$ cat src/rtl/mitch_log_mult_pipe.sv
// mitch_log_mult_pipe: 3-stage Mitchell log multiplier, valid/ready stream, async active-low reset
//   clk, rst_n            clock, asynchronous active-low reset
//   in_valid/in_ready, x/y   operand pair handshake (N-bit operands)
//   out_valid/out_ready, p   product handshake (2N-bit approximate product)
module mitch_log_mult_pipe #(
  parameter int N = 16,
  parameter int W = 6,
  parameter bit SIGNED = 1'b1
) (
  input  logic           clk,
  input  logic           rst_n,
  input  logic           in_valid,
  output logic           in_ready,
  input  logic [N-1:0]   x,
  input  logic [N-1:0]   y,
  output logic           out_valid,
  input  logic           out_ready,
  output logic [2*N-1:0] p
);
  localparam int KW = $clog2(N);
  localparam int GW = KW + W - 1;
  localparam int LW = KW + W;
  // {leading-one index, W-1 bits below it}; normalising left puts the leading one at N-1
  function automatic logic [GW-1:0] lg(input logic [N-1:0] a);
    logic [KW-1:0] k;
    logic [N-1:0] sh;
    k = '0;
    for (int i = 0; i < N; i++) if (a[i]) k = KW'(i);
    sh = a << (KW'(N - 1) - k);
    return {k, sh[N-2 -: W-1]};
  endfunction
  logic en;
  logic [N-1:0] ax, ay;
  logic v1_q, v1_d, v2_q, v2_d, v3_q, v3_d;
  logic [GW-1:0] gx_q, gx_d, gy_q, gy_d;
  logic z1_q, z1_d, s1_q, s1_d, z2_q, z2_d, s2_q, s2_d;
  logic [LW-1:0] l2_q, l2_d;
  logic [LW-W:0] k3;
  logic [W-2:0] f3;
  logic [2*N+W-1:0] t3;
  logic [2*N-1:0] mag, p_q, p_d;
  always_comb begin
    en   = ~v3_q | out_ready;
    ax   = (SIGNED && x[N-1]) ? -x : x;
    ay   = (SIGNED && y[N-1]) ? -y : y;
    v1_d = en ? in_valid : v1_q;
    v2_d = en ? v1_q : v2_q;
    v3_d = en ? v2_q : v3_q;
    gx_d = en ? lg(ax) : gx_q;
    gy_d = en ? lg(ay) : gy_q;
    z1_d = en ? (ax == '0 || ay == '0) : z1_q;
    s1_d = en ? ((SIGNED && x[N-1]) ^ (SIGNED && y[N-1])) : s1_q;
    l2_d = en ? LW'(gx_q) + LW'(gy_q) : l2_q;
    z2_d = en ? z1_q : z2_q;
    s2_d = en ? s1_q : s2_q;
    k3   = l2_q[LW-1:W-1];
    f3   = l2_q[W-2:0];
    // antilog: shift {1,f} by the integer part, then drop the W-1 fraction bits
    t3   = {{(2*N){1'b0}}, 1'b1, f3} << k3;
    mag  = t3[2*N+W-2:W-1];
    p_d  = en ? ((v2_q && !z2_q) ? (s2_q ? -mag : mag) : '0) : p_q;
  end
  always_ff @(posedge clk or negedge rst_n) begin
    if (!rst_n) begin
      v1_q <= 1'b0;
      v2_q <= 1'b0;
      v3_q <= 1'b0;
      p_q  <= '0;
    end else begin
      v1_q <= v1_d;
      v2_q <= v2_d;
      v3_q <= v3_d;
      p_q  <= p_d;
    end
  end
  always_ff @(posedge clk) begin
    gx_q <= gx_d;
    gy_q <= gy_d;
    z1_q <= z1_d;
    s1_q <= s1_d;
    l2_q <= l2_d;
    z2_q <= z2_d;
    s2_q <= s2_d;
  end
  assign in_ready  = en;
  assign out_valid = v3_q;
  assign p         = p_q;
endmodule

$ cat config.mk
export PLATFORM = sky130hd
export DESIGN_NAME = mitch_log_mult_pipe
export DESIGN_NICKNAME = d
export VERILOG_FILES = /design/src/rtl/mitch_log_mult_pipe.sv
export SDC_FILE = /design/constraint.sdc
export NUM_CORES = 1
export LEC_CHECK = 0
export BUFFER_PORTS_ARGS = -buffer_cell sky130_fd_sc_hd__buf_4
export CAP_MARGIN = 10
export CORE_MARGIN = 5
export CORE_UTILIZATION = 60
export DETAILED_ROUTE_END_ITERATION = 10
export GPL_ROUTABILITY_DRIVEN = 0
export GPL_TIMING_DRIVEN = 0
export PLACE_DENSITY = 0.82
export SYNTH_ARGS = -nofsm -noshare
export SYNTH_HDL_FRONTEND = slang
export SYNTH_SLANG_ARGS = --single-unit
$ cat constraint.sdc
create_clock -name clk -period 7.45 [get_ports clk]
set_clock_uncertainty 0.05 [all_clocks]
set_input_delay 0.745 -clock clk [delete_from_list [all_inputs] [get_ports clk]]
set_output_delay 0.745 -clock clk [all_outputs]
set_load 0.02 [all_outputs]
==> flow_summary.toml <==
[critical_path]
timing.critical_path.to_type = "flip-flop"
timing.critical_path.slowest_stage_cell = "sky130_fd_sc_hd__a2111oi_0"
cp.arrival_ns = 4.29
critPathBufInv = 5
cp_slowest_stage_delay_ns = 0.58
timing.critical_path.fanout_max = 10
critical_path_required_ns = 7.47
cp_cell_instances = "buf_4, inv_1, ha_1, or3b_2, clkbuf_1, o31ai_1, xor2_1, a41o_1, a21boi_4, inv_4, buf_6, a211oi_2, a2111oi_0, nor4_1"
dominant_delay_contributor_by_cell_family_on_the_critical_path = "compound AO/OA/AOI/OAI gates"
worst-setup-path-type = "input port to flip-flop"
critical_path.startpoint_type = "input port"

[global_route]
first_global_vias = 5823
grt_use_total = 0.253
grt_start_max_net_pins = 36
globalRouteOverflowTotal = 0
grt_pass1_wl_microns = 26700
antenna_found_initial = 0

[clocking]
post_cts.resized_instances = 0
ctsHtreeMaxLevel = 3
clkLatencyLatePin_ns = 0.35
cts-root-to-sink-buffers = 2
clk_transition_reported_paths_ns = 0.07
post_cts_setup_buffers = 0
clock_sink_count = 67
tritoncts_clock_tree = "built"
numCtsBuffers = 9
cts_hold_buffers = 0
cts_root_buf = "sky130_fd_sc_hd__clkbuf_8"

[hold_path]
timing.hold.worst.class = "input port to asynchronous set/reset pin"

[placement]
detailed_place.area_sq_um = 6830
placed_wire_length_estimate_microns = 12400
port-buffer-count = 65

[pwr]
powerDensity_nw_per_um2 = 300
worst_voltage_drop_across_the_vdd_grid_mv = 0.164
power.total_mw = 2.10
total_leakage_power_nw = 2.84

[sta]
finalMaxSlewViolations = 0
setup-tns-final_ns = 0
final_count_of_hold_timing_violations = 0
max_freq_mhz = 234
relSlewSlack = 0.130
min_period_over_period = 0.573
grt_setup_unrepaired = "false"
timing.final.crit_period_ns = 4.27
timing_worst_slew_pin_value_ns = 1.27
setup_viol = 0

[finish]
area.growth.synth_to_final_pct = 14.0
mostFrequentLayoutCells = "sky130_fd_sc_hd__nand2_1 (97), sky130_fd_sc_hd__buf_4 (66), sky130_fd_sc_hd__o21ai_0 (60)"
finalInstanceArea_sq_um = 7010
fillers = 831
mostFrequentLayoutCell = "sky130_fd_sc_hd__nand2_1"
antenna_cells = 0
core_occupancy_in_the_finished_layout = 0.691
register_area_sq_um = 1840
multiInputGateArea_sq_um = 4000
final_net_count = 864
post_route_cells_drive_above_1_share = 0.156

[detailed_routing]
drc = 0
vias = 6048
drt_iter0_markers = 387
viasPerCell = 6.33
routed_wl_microns = 16000
ant_nets = 0
routed_wire_length_per_instance_microns = 16.7
drt-pass1-iter-count = 6

[synth]
synth-edff-count = 32
synth_top_flop_cell = "sky130_fd_sc_hd__dfrtp_1"
synth.cell_area_sq_um = 6150
async_flop_share = 0.522
ys_types = 91
synth.avg_cell_area_sq_um = 8.33
syn_nets = 787
ys_seq_elements = 67
synth.yosys.seq_area_share = 0.299
ys_warn_count = 0
number_of_standard_cells_after_synthesis = 738

[die]
fp.dieArea_sq_um = 12400
die_span_y_microns = 111
placementRows = 37
coreArea_sq_um = 10100
design.portCount = 70
die_w_microns = 111
start_util = 0.606

[flow_run]
max-cap-violations = 0

[run_status]
status = "finished, final reports clean"
==> report_power, final <==
group / leakage (nW) / switching [mW] / internal, mW / total [mW]
registers: 0.790 / 0.0695 / 0.519 / 0.588
logic: 1.96 / 0.769 / 0.470 / 1.24
clock network: 0.0905 / 0.135 / 0.138 / 0.273
total: 2.84 / 0.973 / 1.13 / 2.10
==> sequential cells by signal (all words and copies together), names as in the netlist <==
| signal | flops |
|---|---|
| p | 32 |
| s1_q | 1 |
| s2_q | 1 |
| out_valid | 1 |
| z2_q | 1 |
| gy_q | 9 |
| z1_q | 1 |
| l2_q | 10 |
| gx_q | 9 |
| v2_q | 1 |
| v1_q | 1 |
==> final timing paths <==
path / endpoint / cells past startpoint / slack (ns) / from
hold reg to reg: z2_q / 0 / 0.37 / z1_q
setup / recovery: gy_q[2] / 14 / 3.18 / y[0]
hold / removal: p[9] / 1 / 0.28 / rst_n
max in group asynchronous: out_valid / 1 / 6.75 / rst_n
setup reg to reg: p[18] / 13 / 3.53 / l2_q[7]
min in group clk: z2_q / 0 / 0.37 / z1_q
==> cell families (layout without fill, tap and decap cells) <==
group,after synthesis,after routing,share of synthesized area
AO/OA/AOI/OAI,232,232,0.261
XOR/XNOR,60,60,0.0867
adder cells (fa/ha/maj),13,13,0.0277
buffers and inverters,71,153,0.0509
flip-flops,67,67,0.299
multiplexers,32,32,0.0586
AND/OR/NAND/NOR,263,263,0.217
==> metal layers <==
layer  vias to the layer above  share of wire  GRT usage
li1                       2893              -          -
met1                      2846           0.40      0.296
met2                       255           0.51      0.456
met3                        54          0.059     0.0502
met4                         0          0.032     0.0933
met5                         -              0          0
==> layout make-up <==
cell class | count | area share
clock inverters | 2 | 0.00143
inverters | 24 | 0.0132
flip-flops and latches | 67 | 0.262
clock buffers | 14 | 0.0232
repair buffers | 66 | 0.0736
multi-input cells | 600 | 0.571
well taps | 136 | 0.0243
plain buffers | 47 | 0.0314
==> stage by stage <==
stage               hold WS [ns]  std cells  setup WS, ns
floorplan                  0.350        738          3.54
global placement           0.353        939          3.07
detailed placement         0.357        940          3.01
CTS                        0.287        956          3.35
global route               0.313        956          2.91
finish                     0.283        956          3.18
==> synthesized netlist by cell type (6+ instances only) <==
library cell / n / area share
sky130_fd_sc_hd__nand3_1: 11 / 0.0090
sky130_fd_sc_hd__o41ai_1: 7 / 0.010
sky130_fd_sc_hd__nand2_1: 97 / 0.059
sky130_fd_sc_hd__o211ai_1: 7 / 0.0085
sky130_fd_sc_hd__inv_1: 19 / 0.012
sky130_fd_sc_hd__buf_2: 8 / 0.0065
sky130_fd_sc_hd__a211oi_1: 15 / 0.018
sky130_fd_sc_hd__mux2i_1: 21 / 0.034
sky130_fd_sc_hd__nand2b_1: 20 / 0.020
sky130_fd_sc_hd__xnor2_1: 35 / 0.050
sky130_fd_sc_hd__o21ai_0: 60 / 0.049
sky130_fd_sc_hd__o31ai_1: 12 / 0.015
sky130_fd_sc_hd__nor2b_1: 9 / 0.0092
sky130_fd_sc_hd__o21ai_1: 6 / 0.0049
sky130_fd_sc_hd__ha_1: 12 / 0.024
sky130_fd_sc_hd__edfxtp_1: 32 / 0.16
sky130_fd_sc_hd__a21oi_1: 44 / 0.036
sky130_fd_sc_hd__nor3_1: 17 / 0.014
sky130_fd_sc_hd__xor2_1: 24 / 0.034
sky130_fd_sc_hd__nor2_1: 43 / 0.026
sky130_fd_sc_hd__or4_1: 9 / 0.011
sky130_fd_sc_hd__dfrtp_1: 35 / 0.14
sky130_fd_sc_hd__or3_1: 10 / 0.010
sky130_fd_sc_hd__clkbuf_1: 29 / 0.018
sky130_fd_sc_hd__o21a_1: 6 / 0.0073
No activity file was read; power rests on OpenSTA's default activity.
